## src/rtl/scan_pkg.sv

```systemverilog
// scan_pkg: shared types, counter widths and parameter limits for the scan address generator
package scan_pkg;
   typedef enum logic [1:0] {IDLE, ACTIVE, GAP} state_t;
   localparam int DWELL_W   = 8;
   localparam int BLANK_W   = 4;
   localparam int MIN_SLOTS = 2;
   localparam int MAX_SLOTS = 8;
   localparam int MIN_DWELL = 1;
   localparam int MAX_DWELL = 255;
   localparam int MAX_BLANK = 15;
   function automatic bit params_ok(input int n, input int d, input int b);
      return n >= MIN_SLOTS && n <= MAX_SLOTS && d >= MIN_DWELL && d <= MAX_DWELL && b >= 0 && b <= MAX_BLANK;
   endfunction
endpackage

```

## src/rtl/term_counter.sv

```systemverilog
// term_counter: loadable up-counter that saturates at TERM and flags the terminal count
module term_counter #(
   parameter int W = 8,
   parameter logic [W-1:0] TERM = '1
) (
   input  logic         clk,
   input  logic         rst,
   input  logic         en,
   input  logic         clr,
   input  logic         load,
   input  logic [W-1:0] load_val,
   output logic [W-1:0] count,
   output logic         tc
);
   assign tc = count == TERM;
   always_ff @(posedge clk)
      if (rst || clr) count <= '0;
      else if (load) count <= load_val;
      else if (en && !tc) count <= count + 1'b1;
endmodule

```

## src/rtl/scan_addr_gen.sv

```systemverilog
// scan_addr_gen: steps a 3-bit slot address with programmable dwell and blanking gap
module scan_addr_gen
   import scan_pkg::*;
#(
   parameter int NUM_SLOTS = 8,
   parameter int DWELL     = 4,
   parameter int BLANK     = 1
) (
   input  logic       clk,
   input  logic       rst,
   input  logic       en,
   input  logic       start,
   input  logic       cont,
   output logic [2:0] addr,
   output logic       valid,
   output logic       busy,
   output logic       frame_done
);
   localparam logic [2:0]         LAST    = 3'(NUM_SLOTS - 1);
   localparam logic [DWELL_W-1:0] D_TERM  = DWELL_W'(DWELL - 1);
   localparam logic [BLANK_W-1:0] B_TERM  = BLANK_W'(BLANK == 0 ? 0 : BLANK - 1);
   localparam bit                 HAS_GAP = BLANK > 0;
   localparam bit                 ONE_DW  = DWELL == 1;

   generate
      if (!params_ok(NUM_SLOTS, DWELL, BLANK)) begin : g_param_err
         $error("scan_addr_gen: NUM_SLOTS/DWELL/BLANK out of range");
      end
   endgenerate

   state_t             state;
   logic               en_r, valid_r, fd_r, fd_next;
   logic               d_tc, b_tc, last_slot, slot_end, gap_end;
   logic [DWELL_W-1:0] d_cnt;
   logic [BLANK_W-1:0] b_cnt_unused;

   assign last_slot  = addr == LAST;
   assign slot_end   = state == ACTIVE && d_tc;
   assign gap_end    = state == GAP && b_tc;
   assign valid      = valid_r && en_r;
   assign frame_done = fd_r && en_r;

   term_counter #(.W(DWELL_W), .TERM(D_TERM)) u_dwell (
      .clk(clk), .rst(rst), .en(en && state == ACTIVE), .clr(en && slot_end),
      .load(1'b0), .load_val('0), .count(d_cnt), .tc(d_tc)
   );

   term_counter #(.W(BLANK_W), .TERM(B_TERM)) u_blank (
      .clk(clk), .rst(rst), .en(en && state == GAP), .clr(en && gap_end),
      .load(1'b0), .load_val('0), .count(b_cnt_unused), .tc(b_tc)
   );

   // frame_done is registered, so predict the final cycle one edge ahead
   assign fd_next = (state == ACTIVE && !d_tc && last_slot && d_cnt + 1'b1 == D_TERM)
                 || (ONE_DW && ((gap_end && last_slot) || (slot_end && !HAS_GAP && addr == LAST - 1'b1)));

   always_ff @(posedge clk)
      if (rst) begin
         state   <= IDLE;
         addr    <= '0;
         valid_r <= 1'b0;
         busy    <= 1'b0;
         fd_r    <= 1'b0;
         en_r    <= 1'b0;
      end else begin
         en_r <= en;
         if (en) begin
            fd_r <= fd_next;
            case (state)
               IDLE: if (start) begin
                  state   <= ACTIVE;
                  valid_r <= 1'b1;
                  busy    <= 1'b1;
               end
               ACTIVE: if (d_tc) begin
                  if (last_slot && !cont) begin
                     state   <= IDLE;
                     addr    <= '0;
                     valid_r <= 1'b0;
                     busy    <= 1'b0;
                  end else begin
                     addr    <= last_slot ? 3'd0 : addr + 1'b1;
                     state   <= HAS_GAP ? GAP : ACTIVE;
                     valid_r <= !HAS_GAP;
                  end
               end
               GAP: if (b_tc) begin
                  state   <= ACTIVE;
                  valid_r <= 1'b1;
               end
               default: state <= IDLE;
            endcase
         end
      end
endmodule

```

## config.mk

```make
export PLATFORM = sky130hd
export DESIGN_NAME = scan_addr_gen
export DESIGN_NICKNAME = d
export VERILOG_FILES = /design/src/rtl/scan_pkg.sv /design/src/rtl/term_counter.sv /design/src/rtl/scan_addr_gen.sv
export SDC_FILE = /design/constraint.sdc
export NUM_CORES = 1
export LEC_CHECK = 0
export ABC_AREA = 0
export CORE_MARGIN = 2
export CORE_UTILIZATION = 40
export CTS_BUF_LIST = sky130_fd_sc_hd__clkbuf_16
export DETAILED_ROUTE_END_ITERATION = 12
export GPL_TIMING_DRIVEN = 0
export PLACE_DENSITY = 0.71
export SLEW_MARGIN = 10
export SYNTH_ARGS = -nofsm -noshare
export SYNTH_HDL_FRONTEND = slang
export SYNTH_HIERARCHICAL = 1
export SYNTH_SLANG_ARGS = --single-unit
```

## constraint.sdc

```tcl
create_clock -name clk -period 3.16 [get_ports clk]
set_input_delay 0.632 -clock clk [delete_from_list [all_inputs] [get_ports clk]]
set_output_delay 0.632 -clock clk [all_outputs]
set_load 0.01 [all_outputs]
```

==> qor.csv <==
stage,metric,value,unit
run_status,outcome,"finished, final reports clean",
drt,first_pass_iters,4,
logic_synthesis,synth_top_cell_by_area,dfxtp_1,
die,die_h,59.9,um
finish,drive_gt1_frac,0.106,
worst_setup_path,crit_path_end_kind,flip-flop,
worst_setup_path,slowest_delay,840,ps
drt,drc,0,
worst_setup_path,worstSetupPathType,primary input to flip-flop,
power,vdd_drop_max,0.306,mV
timing,hold_violations,0,
logic_synthesis,synth_xor_area_frac,0.0490,
min_path,hold_class,flip-flop to flip-flop,
clock_network,clockBufferDepth,2,
logic_synthesis,synth_common_cells,"dfxtp_1 (21), a21oi_1 (12), nor2_1 (11), o21ai_0 (11), inv_1 (7)",
clock_network,cts_resized,0,
timing,rsz0062_at_grt,false,
logic_synthesis,synth.area.top_cells,"dfxtp_1 (34%), ha_1 (6.0%), a21oi_1 (4.8%)",
die,die_w,59.9,um
worst_setup_path,slowest_stage,nor3b_1,
logic_synthesis,ys_ff_latch,21,
timing,min_period,2900,ps
timing,setup_viol_count_final,0,
clock_network,clock_latency,250,ps
timing,tns,0,ps
timing,hold_slack,475,ps
logic_synthesis,synth_edf_count,0,
logic_synthesis,synth_adder_area_share,0.0601,
die,core_area,3000,um^2
place,placed_cells,199,
logic_synthesis,async_flop_share,0,
clock_network,post_cts_buffers,0,
timing,finalCritPeriodShare,0.917,
clock_network,cts_hold_buf,0,
worst_setup_path,critPathLaunchType,primary input,
worst_setup_path,crit_arrival,3020,ps
global_routing,grt_antenna_before_repair,0,
logic_synthesis,synthMostInstantiatedCell,dfxtp_1,
drt,vias,1056,
clock_network,cts_tree,yes,
timing,timing.fmax,345,MHz
finish,nets,182,
logic_synthesis,syn-cell-area,1250,um^2
flow_run,cap_violations,0,
logic_synthesis,synth-compound-area-share,0.214,
drt,drt-total-wl,2480,um
place,io_buffers,10,
clock_network,h-tree-depth,1,
global_routing,grt_usage,0.148,
clock_network,cts_sinks,21,
worst_setup_path,required,3280,ps
logic_synthesis,ys.warnings.count,6,
timing,skew,1.44,ps
finish,num_antenna_cells,0,
drt,viasPerCell,5.20,
logic_synthesis,synth_ff_type,dfxtp_1,
clock_network,numCtsBuffers,3,
timing,maxSlewViolCount,0,
global_routing,grt_pass1_vias,948,
logic_synthesis,yosysUniqueCellTypes,46,
drt,post_drt_wl_per_cell,12.2,um
power,p_leak,0.581,nW
logic_synthesis,netlist.area_leader.share,0.336,
finish,stdcell_count,203,
logic_synthesis,syn-mean-instance-area,8.86,um^2
logic_synthesis,synth_seq_area_share,0.336,
die,start_util,0.416,
place,place_congestion,0.815,
clock_network,clk_pin_slew,60,ps
worst_setup_path,worst-path-max-fanout,7,
clock_network,clockRootBuffer,clkbuf_16,
worst_setup_path,crit_path_cell_trace,"clkdlybuf4s50_1, inv_1, nor3b_1, nand4_1, xor2_1, a2111oi_0",
global_routing,grt_max_degree,13,
global_routing,grt_first_pass_wirelength,4000,um
logic_synthesis,synth_top_family_by_area,simple AND/OR/NAND/NOR gates,
die,num_rows,20,
finish,area_growth,22.2,%
drt,ant_nets,0,
logic_synthesis,syn_inst,141,
timing,relSlewSlack,0.334,
place,dp_hpwl,1860,um
logic_synthesis,synth-simple-area-share,0.246,
die,ios,11,
timing,tightest_slew,996,ps
logic_synthesis,muxShareOfSynthArea,0.0360,
die,fp.dieArea,3590,um^2
drt,drt_iter0_drc,44,
global_routing,gr-total-overflow,0,
power,powerDensity,426,nW/um^2
[where the power goes]
| part | total, mW | internal, mW | switching [mW] |
|---|---|---|---|
| Clock | 0.266 | 0.170 | 0.0960 |
| Combinational | 0.0872 | 0.0423 | 0.0449 |
| Sequential | 0.298 | 0.280 | 0.0178 |
| Total | 0.651 | 0.492 | 0.159 |
[stage by stage]
| stage | util | area (um^2) | total power, mW | setup WS (ps) |
|---|---|---|---|---|
| 6_report | 0.509 | 1530 | 0.651 | 261 |
| 3_3_place_gp | 0.482 | 1450 | 0.384 | 147 |
| 3_5_place_dp | 0.482 | 1450 | 0.388 | 60.8 |
| 4_1_cts | 0.509 | 1530 | 0.662 | 262 |
| 5_1_grt | 0.509 | 1530 | 0.682 | 117 |
| 2_1_floorplan | - | 1310 | 0.363 | 1020 |
[layout by cell type (no fill, tap or decap), types with 2 or more instances in the layout]
master,synthesis,final
o31ai_1,2,2
conb_1,1,16
clkbuf_16,0,3
nand2b_1,3,3
xor2_1,3,3
a31oi_1,4,4
nand3_1,3,3
nand2_1,4,4
mux2i_1,3,3
and2_1,5,5
buf_6,2,2
o21ai_0,11,11
ha_1,6,6
nor3b_1,5,5
xnor2_1,4,4
nor4_1,2,2
nor2_1,11,11
inv_1,7,7
clkdlybuf4s50_1,0,10
clkinv_2,1,2
a21oi_1,12,12
nor2b_1,2,2
nand4_1,5,5
dfxtp_1,21,21
[sequential cells by signal (all words and copies together), names as in the netlist]
signal and flops:
u_blank/count 4, addr 3, fd_r 1, state 2, valid_r 1, busy 1
en_r 1, u_dwell/count 8
[kinds of logic (layout without fill, tap and decap cells)]
kind of cell / Yosys count / in the layout
flip-flops: 21 / 21
XOR/XNOR: 7 / 7
other: 1 / 16
AO/OA/AOI/OAI: 39 / 39
multiplexers: 4 / 4
AND/OR/NAND/NOR: 50 / 50
adder cells (fa/ha/maj): 6 / 6
buffers and inverters: 13 / 27
[final timing paths]
path	startpoint	to	slack (ps)	cells after the start
setup reg to reg	u_dwell/count[0]	u_dwell/count[2]	750	7
hold reg to reg	fd_r	fd_r	480	2
hold / removal	fd_r	fd_r	480	2
setup / recovery	en	u_dwell/count[6]	260	6
[worst max-delay path, delay by kind of cell]
family	cells	cell delay, ps
buffers and inverters	2	720
XOR/XNOR	1	190
AO/OA/AOI/OAI	1	420
AND/OR/NAND/NOR	2	1050
[final cells by class]
class	count	area (um^2)
buffer	4	33.8
inverter	9	35.0
multi-input combinational	122	817
timing repair buffer	10	100
clock inverter	1	5.00
tap	33	41.3
clock buffer	3	75.1
sequential	21	420
fill	287	1480
[routing by layer]
metal,part of all wire,global-route usage
met1,0.48,0.175
met2,0.50,0.256
met3,0.016,0.0390
met4,0.0073,0.0476
met5,0,0
Power figures use the tool's default switching activity.
